--- src/rtl/ps2_pkg.sv ---
`default_nettype none
// ============================================================================
//  Module      : ps2_pkg
//  Description : Shared constants, event field layout and decoder state
//                encoding for the PS/2 Set-2 key decoder.
//  Revision    : 1.0 - initial release
// ============================================================================
package ps2_pkg;

    // Set-2 protocol bytes
    localparam logic [7:0] PS2_EXT    = 8'hE0;
    localparam logic [7:0] PS2_BRK    = 8'hF0;
    localparam logic [7:0] PS2_PAUSE  = 8'hE1;

    // Modifier key codes
    localparam logic [7:0] PS2_LSHIFT = 8'h12;
    localparam logic [7:0] PS2_RSHIFT = 8'h59;
    localparam logic [7:0] PS2_CTRL   = 8'h14;
    localparam logic [7:0] PS2_CAPS   = 8'h58;

    // Bytes that follow the E1 prefix of the Pause sequence
    localparam logic [2:0] PAUSE_SKIP_LEN = 3'd7;

    // Event word layout: {released, extended, shift, ctrl, ascii[7:0], code[7:0]}
    localparam int EV_WIDTH     = 20;
    localparam int EV_CODE_LSB  = 0;
    localparam int EV_ASCII_LSB = 8;
    localparam int EV_CTRL_BIT  = 16;
    localparam int EV_SHIFT_BIT = 17;
    localparam int EV_EXT_BIT   = 18;
    localparam int EV_REL_BIT   = 19;

    // Byte-sequence assembler states
    typedef enum logic [2:0] {
        ST_IDLE    = 3'd0,
        ST_EXT     = 3'd1,
        ST_BRK     = 3'd2,
        ST_EXT_BRK = 3'd3,
        ST_SKIP    = 3'd4
    } ps2_state_t;

    // Keyboard status/acknowledge bytes that never form a key event
    function automatic logic ps2_is_status(input logic [7:0] b);
        return (b == 8'hAA) || (b == 8'hFA) || (b == 8'hFE) ||
               (b == 8'hEE) || (b == 8'h00) || (b == 8'hFF);
    endfunction

    function automatic logic [EV_WIDTH-1:0] ps2_pack_event(
        input logic       released,
        input logic       extended,
        input logic       shift,
        input logic       ctrl,
        input logic [7:0] ascii,
        input logic [7:0] code
    );
        logic [EV_WIDTH-1:0] ev;
        ev = '0;
        ev[EV_REL_BIT]                  = released;
        ev[EV_EXT_BIT]                  = extended;
        ev[EV_SHIFT_BIT]                = shift;
        ev[EV_CTRL_BIT]                 = ctrl;
        ev[EV_ASCII_LSB +: 8]           = ascii;
        ev[EV_CODE_LSB +: 8]            = code;
        return ev;
    endfunction

endpackage
`default_nettype wire

--- src/rtl/ps2_key_decoder_ascii_map.sv ---
`default_nettype none
// ============================================================================
//  Module      : ps2_ascii_map
//  Description : Combinational Set-2 scancode to ASCII translation with
//                shift / caps-lock handling. Extended codes map to 00.
//  Revision    : 1.0 - initial release
// ============================================================================
module ps2_ascii_map (
    input  logic [7:0] code,
    input  logic       ext,
    input  logic       shift,
    input  logic       caps,
    output logic [7:0] ascii
);

    logic       w_is_letter;
    logic [4:0] w_letter_idx;
    logic       w_is_digit;
    logic [3:0] w_digit_idx;
    logic [7:0] w_special;
    logic [7:0] w_digit_sym;

    // Classify the code as letter (index a..z), digit (0..9) or special key
    always_comb begin
        w_is_letter  = 1'b1;
        w_letter_idx = 5'd0;
        w_is_digit   = 1'b0;
        w_digit_idx  = 4'd0;
        w_special    = 8'h00;
        case (code)
            8'h1C: w_letter_idx = 5'd0;
            8'h32: w_letter_idx = 5'd1;
            8'h21: w_letter_idx = 5'd2;
            8'h23: w_letter_idx = 5'd3;
            8'h24: w_letter_idx = 5'd4;
            8'h2B: w_letter_idx = 5'd5;
            8'h34: w_letter_idx = 5'd6;
            8'h33: w_letter_idx = 5'd7;
            8'h43: w_letter_idx = 5'd8;
            8'h3B: w_letter_idx = 5'd9;
            8'h42: w_letter_idx = 5'd10;
            8'h4B: w_letter_idx = 5'd11;
            8'h3A: w_letter_idx = 5'd12;
            8'h31: w_letter_idx = 5'd13;
            8'h44: w_letter_idx = 5'd14;
            8'h4D: w_letter_idx = 5'd15;
            8'h15: w_letter_idx = 5'd16;
            8'h2D: w_letter_idx = 5'd17;
            8'h1B: w_letter_idx = 5'd18;
            8'h2C: w_letter_idx = 5'd19;
            8'h3C: w_letter_idx = 5'd20;
            8'h2A: w_letter_idx = 5'd21;
            8'h1D: w_letter_idx = 5'd22;
            8'h22: w_letter_idx = 5'd23;
            8'h35: w_letter_idx = 5'd24;
            8'h1A: w_letter_idx = 5'd25;
            default: begin
                w_is_letter = 1'b0;
                w_is_digit  = 1'b1;
                case (code)
                    8'h45: w_digit_idx = 4'd0;
                    8'h16: w_digit_idx = 4'd1;
                    8'h1E: w_digit_idx = 4'd2;
                    8'h26: w_digit_idx = 4'd3;
                    8'h25: w_digit_idx = 4'd4;
                    8'h2E: w_digit_idx = 4'd5;
                    8'h36: w_digit_idx = 4'd6;
                    8'h3D: w_digit_idx = 4'd7;
                    8'h3E: w_digit_idx = 4'd8;
                    8'h46: w_digit_idx = 4'd9;
                    default: begin
                        w_is_digit = 1'b0;
                        case (code)
                            8'h29:   w_special = 8'h20;
                            8'h5A:   w_special = 8'h0D;
                            8'h66:   w_special = 8'h08;
                            8'h76:   w_special = 8'h1B;
                            default: w_special = 8'h00;
                        endcase
                    end
                endcase
            end
        endcase
    end

    // Shifted symbols on the digit row (US layout)
    always_comb begin
        w_digit_sym = 8'h00;
        case (w_digit_idx)
            4'd0:    w_digit_sym = 8'h29;  // )
            4'd1:    w_digit_sym = 8'h21;  // !
            4'd2:    w_digit_sym = 8'h40;  // @
            4'd3:    w_digit_sym = 8'h23;  // #
            4'd4:    w_digit_sym = 8'h24;  // $
            4'd5:    w_digit_sym = 8'h25;  // %
            4'd6:    w_digit_sym = 8'h5E;  // ^
            4'd7:    w_digit_sym = 8'h26;  // &
            4'd8:    w_digit_sym = 8'h2A;  // *
            4'd9:    w_digit_sym = 8'h28;  // (
            default: w_digit_sym = 8'h00;
        endcase
    end

    // Final selection; caps-lock only affects letters
    always_comb begin
        ascii = 8'h00;
        if (ext) begin
            ascii = 8'h00;
        end else if (w_is_letter) begin
            ascii = ((shift ^ caps) ? 8'h41 : 8'h61) + {3'b000, w_letter_idx};
        end else if (w_is_digit) begin
            ascii = shift ? w_digit_sym : (8'h30 + {4'b0000, w_digit_idx});
        end else begin
            ascii = w_special;
        end
    end

endmodule
`default_nettype wire

--- src/rtl/ps2_key_decoder.sv ---
`default_nettype none
// ============================================================================
//  Module      : ps2_key_decoder
//  Description : Assembles PS/2 Set-2 byte sequences into key events, tracks
//                shift/ctrl/caps state, attaches ASCII and queues events in a
//                ready/valid FIFO.
//  Revision    : 1.0 - initial release
// ============================================================================
module ps2_key_decoder
    import ps2_pkg::*;
#(
    parameter int DEPTH = 8
) (
    input  logic                clk,
    input  logic                rst,
    input  logic [7:0]          scancode,
    input  logic                new_code,
    output logic [EV_WIDTH-1:0] ev_data,
    output logic                ev_valid,
    input  logic                ev_ready,
    output logic                overflow,
    output logic                caps_lock
);

    localparam int AW = (DEPTH > 1) ? $clog2(DEPTH) : 1;

    // ------------------------------------------------------------------
    // Sequence assembler state
    // ------------------------------------------------------------------
    ps2_state_t r_state, w_state_next;
    logic [2:0] r_skip_cnt, w_skip_next;

    logic       w_emit;
    logic       w_released;
    logic       w_ext;
    logic [7:0] w_code;

    // Modifier state
    logic r_lshift, r_rshift, r_ctrl, r_caps, r_caps_held;
    logic w_lshift_next, w_rshift_next, w_ctrl_next, w_caps_next, w_caps_held_next;
    logic w_shift_next;

    logic [7:0]          w_ascii;
    logic [EV_WIDTH-1:0] w_event;

    // FIFO
    logic [EV_WIDTH-1:0] r_mem [DEPTH];
    logic [AW:0]         r_wr_ptr, r_rd_ptr;
    logic                r_overflow;
    logic                w_empty, w_full, w_pop, w_push, w_drop;

    // State register for the byte-sequence assembler
    always_ff @(posedge clk or posedge rst) begin
        if (rst) begin
            r_state    <= ST_IDLE;
            r_skip_cnt <= 3'd0;
        end else begin
            r_state    <= w_state_next;
            r_skip_cnt <= w_skip_next;
        end
    end

    // Next-state and event decode, one step per received byte
    always_comb begin
        w_state_next = r_state;
        w_skip_next  = r_skip_cnt;
        w_emit       = 1'b0;
        w_released   = 1'b0;
        w_ext        = 1'b0;
        w_code       = scancode;
        if (new_code) begin
            case (r_state)
                ST_IDLE: begin
                    if (scancode == PS2_EXT) begin
                        w_state_next = ST_EXT;
                    end else if (scancode == PS2_BRK) begin
                        w_state_next = ST_BRK;
                    end else if (scancode == PS2_PAUSE) begin
                        w_state_next = ST_SKIP;
                        w_skip_next  = PAUSE_SKIP_LEN;
                    end else if (!ps2_is_status(scancode)) begin
                        w_emit = 1'b1;
                    end
                end
                ST_EXT: begin
                    if (scancode == PS2_BRK) begin
                        w_state_next = ST_EXT_BRK;
                    end else if (scancode != PS2_EXT) begin
                        w_emit       = 1'b1;
                        w_ext        = 1'b1;
                        w_state_next = ST_IDLE;
                    end
                end
                ST_BRK: begin
                    if (scancode == PS2_EXT) begin
                        // Malformed F0 E0: treat as the start of an extended code
                        w_state_next = ST_EXT;
                    end else if (scancode != PS2_BRK) begin
                        w_emit       = 1'b1;
                        w_released   = 1'b1;
                        w_state_next = ST_IDLE;
                    end
                end
                ST_EXT_BRK: begin
                    w_state_next = ST_IDLE;
                    if ((scancode != PS2_EXT) && (scancode != PS2_BRK)) begin
                        w_emit     = 1'b1;
                        w_released = 1'b1;
                        w_ext      = 1'b1;
                    end
                end
                ST_SKIP: begin
                    w_skip_next = r_skip_cnt - 3'd1;
                    if (r_skip_cnt <= 3'd1) begin
                        // Whole Pause sequence collapses into one make event
                        w_emit       = 1'b1;
                        w_code       = PS2_PAUSE;
                        w_skip_next  = 3'd0;
                        w_state_next = ST_IDLE;
                    end
                end
                default: begin
                    w_state_next = ST_IDLE;
                    w_skip_next  = 3'd0;
                end
            endcase
        end
    end

    // Modifier updates, visible in the same event that caused them
    always_comb begin
        w_lshift_next    = r_lshift;
        w_rshift_next    = r_rshift;
        w_ctrl_next      = r_ctrl;
        w_caps_next      = r_caps;
        w_caps_held_next = r_caps_held;
        if (w_emit) begin
            if (!w_ext && (w_code == PS2_LSHIFT)) begin
                w_lshift_next = !w_released;
            end
            if (!w_ext && (w_code == PS2_RSHIFT)) begin
                w_rshift_next = !w_released;
            end
            // Left and right ctrl share one flag
            if (w_code == PS2_CTRL) begin
                w_ctrl_next = !w_released;
            end
            if (!w_ext && (w_code == PS2_CAPS)) begin
                // Typematic repeats arrive while held and must not toggle
                if (!w_released && !r_caps_held) begin
                    w_caps_next = !r_caps;
                end
                w_caps_held_next = !w_released;
            end
        end
        w_shift_next = w_lshift_next | w_rshift_next;
    end

    // Modifier registers
    always_ff @(posedge clk or posedge rst) begin
        if (rst) begin
            r_lshift    <= 1'b0;
            r_rshift    <= 1'b0;
            r_ctrl      <= 1'b0;
            r_caps      <= 1'b0;
            r_caps_held <= 1'b0;
        end else begin
            r_lshift    <= w_lshift_next;
            r_rshift    <= w_rshift_next;
            r_ctrl      <= w_ctrl_next;
            r_caps      <= w_caps_next;
            r_caps_held <= w_caps_held_next;
        end
    end

    ps2_ascii_map u_ascii_map (
        .code  (w_code),
        .ext   (w_ext),
        .shift (w_shift_next),
        .caps  (w_caps_next),
        .ascii (w_ascii)
    );

    assign w_event = ps2_pack_event(w_released, w_ext, w_shift_next, w_ctrl_next,
                                    w_ascii, w_code);

    // ------------------------------------------------------------------
    // Event FIFO (extra pointer bit distinguishes full from empty)
    // ------------------------------------------------------------------
    assign w_empty = (r_wr_ptr == r_rd_ptr);
    assign w_full  = (r_wr_ptr[AW] != r_rd_ptr[AW]) &&
                     (r_wr_ptr[AW-1:0] == r_rd_ptr[AW-1:0]);
    assign w_pop   = !w_empty && ev_ready;
    // A pop in the same cycle frees the slot the new event needs
    assign w_push  = w_emit && (!w_full || w_pop);
    assign w_drop  = w_emit && w_full && !w_pop;

    // FIFO storage; contents need no reset as they are gated by ev_valid
    always_ff @(posedge clk) begin
        if (w_push) begin
            r_mem[r_wr_ptr[AW-1:0]] <= w_event;
        end
    end

    // FIFO pointers and drop indication
    always_ff @(posedge clk or posedge rst) begin
        if (rst) begin
            r_wr_ptr   <= '0;
            r_rd_ptr   <= '0;
            r_overflow <= 1'b0;
        end else begin
            if (w_push) begin
                r_wr_ptr <= r_wr_ptr + 1'b1;
            end
            if (w_pop) begin
                r_rd_ptr <= r_rd_ptr + 1'b1;
            end
            r_overflow <= w_drop;
        end
    end

    assign ev_valid  = !w_empty;
    assign ev_data   = w_empty ? '0 : r_mem[r_rd_ptr[AW-1:0]];
    assign overflow  = r_overflow;
    assign caps_lock = r_caps;

endmodule
`default_nettype wire

--- config.mk ---
export PLATFORM = sky130hd
export DESIGN_NAME = ps2_key_decoder
export DESIGN_NICKNAME = d
export VERILOG_FILES = /design/src/rtl/ps2_pkg.sv /design/src/rtl/ps2_key_decoder_ascii_map.sv /design/src/rtl/ps2_key_decoder.sv
export SDC_FILE = /design/constraint.sdc
export NUM_CORES = 1
export LEC_CHECK = 0
export BUFFER_PORTS_ARGS = -buffer_cell sky130_fd_sc_hd__buf_2
export CELL_PAD_IN_SITES_DETAIL_PLACEMENT = 0
export CELL_PAD_IN_SITES_GLOBAL_PLACEMENT = 1
export CORE_ASPECT_RATIO = 1.5
export CORE_MARGIN = 8
export CORE_UTILIZATION = 45
export DETAILED_ROUTE_END_ITERATION = 8
export GPL_TIMING_DRIVEN = 0
export PLACE_DENSITY_LB_ADDON = 0.25
export SLEW_MARGIN = 20
export SYNTH_ARGS = -nofsm -noshare
export SYNTH_HDL_FRONTEND = slang
export SYNTH_SLANG_ARGS = --single-unit
export TNS_END_PERCENT = 1
--- constraint.sdc ---
create_clock -name clk -period 5.7 [get_ports clk]
set_input_delay 0.285 -clock clk [delete_from_list [all_inputs] [get_ports clk]]
set_output_delay 0.285 -clock clk [all_outputs]
set_load 0.01 [all_outputs]
Word level (Yosys, flattened, before mapping). Memories as Yosys holds them, arrays and structs flattened. Index checks and enable logic that the tools add are counted.

Flip-flop bits (word level): 20. Bits in latches: 0. Memory bits (writable): 160. Memory bits (read-only): 112. Input port bits: 12. Output and inout port bits: 23. Logic and storage cells: 179. Memories kept: 2.

$add $sub $neg: 5. Multipliers: 0. Div/mod/pow operators: 0. $lt $le $gt $ge: 1. Equality and inequality tests: 68. Shift operators: 0. Muxes and demuxes: 59. Bitwise operators: 3. Reduce and logical (&&, ||, !) cells: 31.

Memories: r_mem (words 8, bits a word 20, rd ports 1, clocked after Yosys merged registers in 0, wr ports 1, RTL line ps2_key_decoder.sv:47) `logic [EV_WIDTH-1:0] r_mem [DEPTH];`; (name not given) (words 16, bits a word 7, rd ports 1, clocked after Yosys merged registers in 0, wr ports 0, RTL line ps2_key_decoder_ascii_map.sv:89) `case (w_digit_idx)`.

Operator list (count): $eq 8x6->1 const B (23); $pmux 5 s25 (1); $eq 8x7->1 const B (12); $eq 8x5->1 const B (9); $mux 8 (9); $eq 8x8->1 const B (8); $mux 3 (12); $pmux 4 s9 (1); $mux 1 (27); $reduce_or 26->1 (1); $pmux 6 s4 (1); $mux 20 (1); $ne 8x8->1 const B (2); $pmux 3 s4 (1); $logic_and 1x1->1 (10); $reduce_and 5->1 (2); $reduce_or 10->1 (1); $pmux 3 s3 (1); $add 4x1->4 const B (2); $add 8x5->8 (1); $logic_not 8->1 (1); $ne 2x2->1 const B (4); $add 6x4->7 const A (1); $logic_not 1->1 (7); 21 further kinds (29).

Longest topological paths before layout.
Depth after elaboration: 19. Depth in mapped cells: 13.

Cells and area by module. A second synthesis with hierarchy kept.

Cells, all modules: 588. Area, all modules: 8692.1 um^2.

By module, submodules not included: ps2_key_decoder (times used 1, cells an instance 423, area an instance 7531.0 um^2, seq. area each 5305.1 um^2); ps2_ascii_map (times used 1, cells an instance 165, area an instance 1161.1 um^2, seq. area each 0.0 um^2).

Worst setup path before layout. Ideal clock, no wire load.

Kind: reg-to-reg. Start point: register r_state[1]. End point: memory r_mem[4][0], enable pin. Library setup time: 0.427 ns. Arrival time: 3.788 ns. Required time: 5.273 ns. Slack: 1.486 ns. Cell stages (with the launch flop): 10. Path buffers: 2. Period minus slack after synthesis: 4.214 ns. Cells stage by stage: dfrtp_1 or2_1 buf_6 a311o_1 or4_1 and2_4 buf_6 nor2b_2 nand2b_1 nor3b_1.

Cells in the longest elaborated chain, start to end: 6. Elaborated cells on any way between the ends: 10. Those cells by class: eq/ne: 4; mux: 4; reduce/logical: 2.

RTL lines: from (decl) (RTL line ps2_key_decoder.sv:30) `ps2_state_t r_state, w_state_next;`; from (signal assigned) (RTL line ps2_key_decoder.sv:58) `r_state <= w_state_next;`; $eq 3x3->1 (tied with other cells) (RTL line ps2_key_decoder.sv:72) `case (r_state)`; $pmux 1 s5 * (RTL line ps2_key_decoder.sv:72); $mux 1 * (RTL line ps2_key_decoder.sv:71) `if (new_code) begin`; $logic_and 1x1->1 * (RTL line ps2_key_decoder.sv:195) `assign w_push = w_emit && (!w_full || w_pop);`; $mux 1 * (RTL line ps2_key_decoder.sv:200) `if (w_push) begin`; $mux 1 (implied by the code) * (RTL line ps2_key_decoder.sv:201) `r_mem[r_wr_ptr[AW-1:0]] <= w_event;`; to (decl) (RTL line ps2_key_decoder.sv:47).

Every way passes the cells marked *; elsewhere a longest branch is shown, timed or not.

Worst setup path in the final report.
Start point: register r_state[1]. End point: memory r_mem[2][12], enable pin.

Same word-level chain as after synthesis.

==> results.json <==
{
  "cp_top_family": "simple AND/OR/NAND/NOR gates",
  "drive_gt1_share_pct": 22.8,
  "required_ns": 5.84,
  "drc": 0,
  "cts.sinks": 180,
  "crit_type": "register to register",
  "yosysSeqAreaShare_pct": 62.8,
  "grt_max_degree": 21,
  "r2r_cells": 11,
  "ctsResizeCount": 0,
  "dr.pass1.iters": 4,
  "ioPinCount": 35,
  "max_freq_mhz": 251,
  "status": "completed",
  "rows": 61,
  "slew_headroom_pct": 34.1,
  "avgRoutedWirePerCell_microns": 21.8,
  "drt_iter0_markers": 370,
  "clk_pin_slew_ns": 0.07,
  "start_util_pct": 45.7,
  "rsz0062_at_grt": "false",
  "start_kind": "register",
  "area_growth_pct": 15.1,
  "die_area_sq_um": 23500,
  "slowest_delay_ns": 0.72,
  "ys_types": 68,
  "fin_crit_ns": 3.99,
  "worstPathCellList": "or2_1 > buf_6 > a311o_1 > or4_1 > and2_4 > buf_6 > nor2b_2 > nand2b_1 > nor3b_2 > buf_4 > buf_4",
  "place_area_sq_um": 9130,
  "numCtsBuffers": 17,
  "final_nets": 676,
  "worstHoldPathType": "input port to asynchronous set/reset pin",
  "synthTopCellsByArea": "edfxtp_1 (57%), mux4_2 (11%), dfrtp_1 (5.9%)",
  "fillers": 1618,
  "final_cells": 924,
  "syn_avg_cell_area_sq_um": 14.4,
  "synth_area_sq_um": 8450,
  "cp_max_fo": 9,
  "peakVddDrop_mv": 0.167,
  "clkLatencyLatePin_ns": 0.43,
  "fin_util_pct": 52.6,
  "clk_path_buf_depth": 2,
  "core-area_sq_um": 18500,
  "async_reset_ff_share_pct": 11.1,
  "vias": 5306,
  "final_hold_viol_count": 0,
  "dp_hpwl_microns": 14400,
  "cp_num_buf_inv": 4,
  "skew_ns": 0.0106,
  "final_cell_area_sq_um": 9720,
  "final-setup-viol-count": 0,
  "h-tree-depth": 4,
  "grt_pass1_vias": 5589,
  "endpoint_kind": "register",
  "synth_seq_cells": 180,
  "worstMarginPinSlew_ns": 0.981,
  "grt_overflow": 0,
  "antenna_found_initial": 0,
  "worstReg2RegStart": "r_state[1]$_DFFE_PP0P_",
  "place_congestion": 0.932,
  "root_buffer": "clkbuf_16",
  "hold_buffers": 0,
  "crit_path_top_delay_cell": "nor3b_2",
  "cts_tree": "yes",
  "synth_top_cell_by_area": "edfxtp_1",
  "layout_commonest_cell": "edfxtp_1",
  "powerDensity_nw_per_um2": 464,
  "synth-main-ff-cell": "edfxtp_1",
  "synth_cells": 586,
  "worstPathArrival_ns": 4.13,
  "yosys.area.top_type_share_pct": 56.9,
  "r2r-end": "r_mem[2][12]$_DFFE_PP_",
  "drv_cap": 0,
  "viasPerCell": 5.74,
  "synth_enable_flop_cells": 160,
  "grt_first_pass_wirelength_microns": 31300,
  "min_period_over_period_pct": 70.0,
  "num_antenna_cells": 0,
  "postCtsSetupBuffers": 0,
  "ant_nets": 0,
  "drt_wl_total_microns": 20200,
  "placed_cells": 892,
  "yosys_warnings": 0,
  "p_leak_nw": 3.43,
  "slew_violations": 0,
  "r2r_setup_slack_ns": 1.71,
  "die_w_microns": 128,
  "layout_common_cells": "edfxtp_1 (160), nor2_1 (44), mux4_2 (40), buf_2 (37), nand2_1 (37)",
  "fp.dieH_microns": 184,
  "port_buffers": 34,
  "track_usage_pct": 17.9
}
## power breakdown
part	switching [W]	total (W)	internal, W
logic	0.000922	0.00161	0.000693
clock network	0.000533	0.00116	0.000623
registers	0.0000682	0.00174	0.00167
## routing by layer
| metal | wire (microns) | up-vias | global-route usage [%] |
|---|---|---|---|
| met4 | 681 | 0 | 8.64 |
| met1 | 7890 | 2704 | 19.7 |
| met3 | 642 | 44 | 3.19 |
| met5 | 0 | - | 0 |
| li1 | - | 2433 | - |
| met2 | 10900 | 125 | 32.5 |
## final cells by class
cell class	count	area, sq um	share of cell area, %
Buffer	39	165	1.70
Clock buffer	17	425	4.38
Clock inverter	15	168	1.72
Inverter	14	52.6	0.541
Multi-Input combinational cell	360	2990	30.8
Sequential cell	180	5310	54.6
Tap cell	252	315	3.24
Timing Repair Buffer	47	295	3.04
## kinds of logic after synthesis
logic type,count (synthesis),share of synthesized area [%]
simple gates,182,11.4
flops,180,62.8
compound gates,82,6.71
mux,67,13.9
buf+inv,53,2.58
xor+xnor,16,1.75
fa+ha+maj,5,0.741
other cells,1,0.0444
## worst reg2reg max path, stage by stage, from the launching register on
cell	delay [ns]
dfrtp_1	0.45
or2_1	0.26
buf_6	0.13
a311o_1	0.33
or4_1	0.56
and2_4	0.16
buf_6	0.13
nor2b_2	0.21
nand2b_1	0.21
nor3b_2	0.72
buf_4	0.33
buf_4	0.20
## how the worst max path moves through the flow
stage / start / end / slack, ns / depth (start not counted)
after floorplan: r_state[1]$_DFFE_PP0P_ / r_mem[4][0]$_DFFE_PP_ / 1.49 / 9
after global placement: r_state[1]$_DFFE_PP0P_ / r_mem[5][15]$_DFFE_PP_ / -0.12 / 9
after detailed placement: r_state[1]$_DFFE_PP0P_ / r_mem[2][12]$_DFFE_PP_ / 1.67 / 11
after CTS: r_state[1]$_DFFE_PP0P_ / r_mem[3][14]$_DFFE_PP_ / 1.66 / 11
after global routing: r_state[1]$_DFFE_PP0P_ / r_mem[0][12]$_DFFE_PP_ / 1.48 / 11
final: r_state[1]$_DFFE_PP0P_ / r_mem[2][12]$_DFFE_PP_ / 1.71 / 11
## synth_stat cells (8+ instances only)
cell type / number
inv_1: 13
edfxtp_1: 160
clkbuf_1: 28
nor2b_1: 9
a21oi_1: 11
nor2_1: 46
dfrtp_1: 20
o21ai_0: 21
nand2_1: 37
xnor2_1: 9
nor3_1: 16
or4_1: 8
nand2b_1: 14
mux2i_1: 22
nor4_1: 9
mux4_2: 40
## stage by stage
step	setup WS, ns	setup TNS, ns	hold WS [ns]	total power (W)
detailed placement	1.67	0	0.476	0.00341
floorplan	1.49	0	0.249	0.00284
global route	1.48	0	0.0924	0.00475
CTS	1.66	0	0.0236	0.00456
global placement	-0.116	-4.49	0.473	0.00332
finish	1.71	0	0.00896	0.00451
## registers in the layout, indices dropped and copies added (netlist names)
register and cells:
caps_lock 1, r_lshift 1, r_state 3, r_rshift 1, overflow 1, r_caps_held 1, r_wr_ptr 4, r_mem 160
r_rd_ptr 4, r_skip_cnt 3, r_ctrl 1
(Power assumes the default switching activity.)
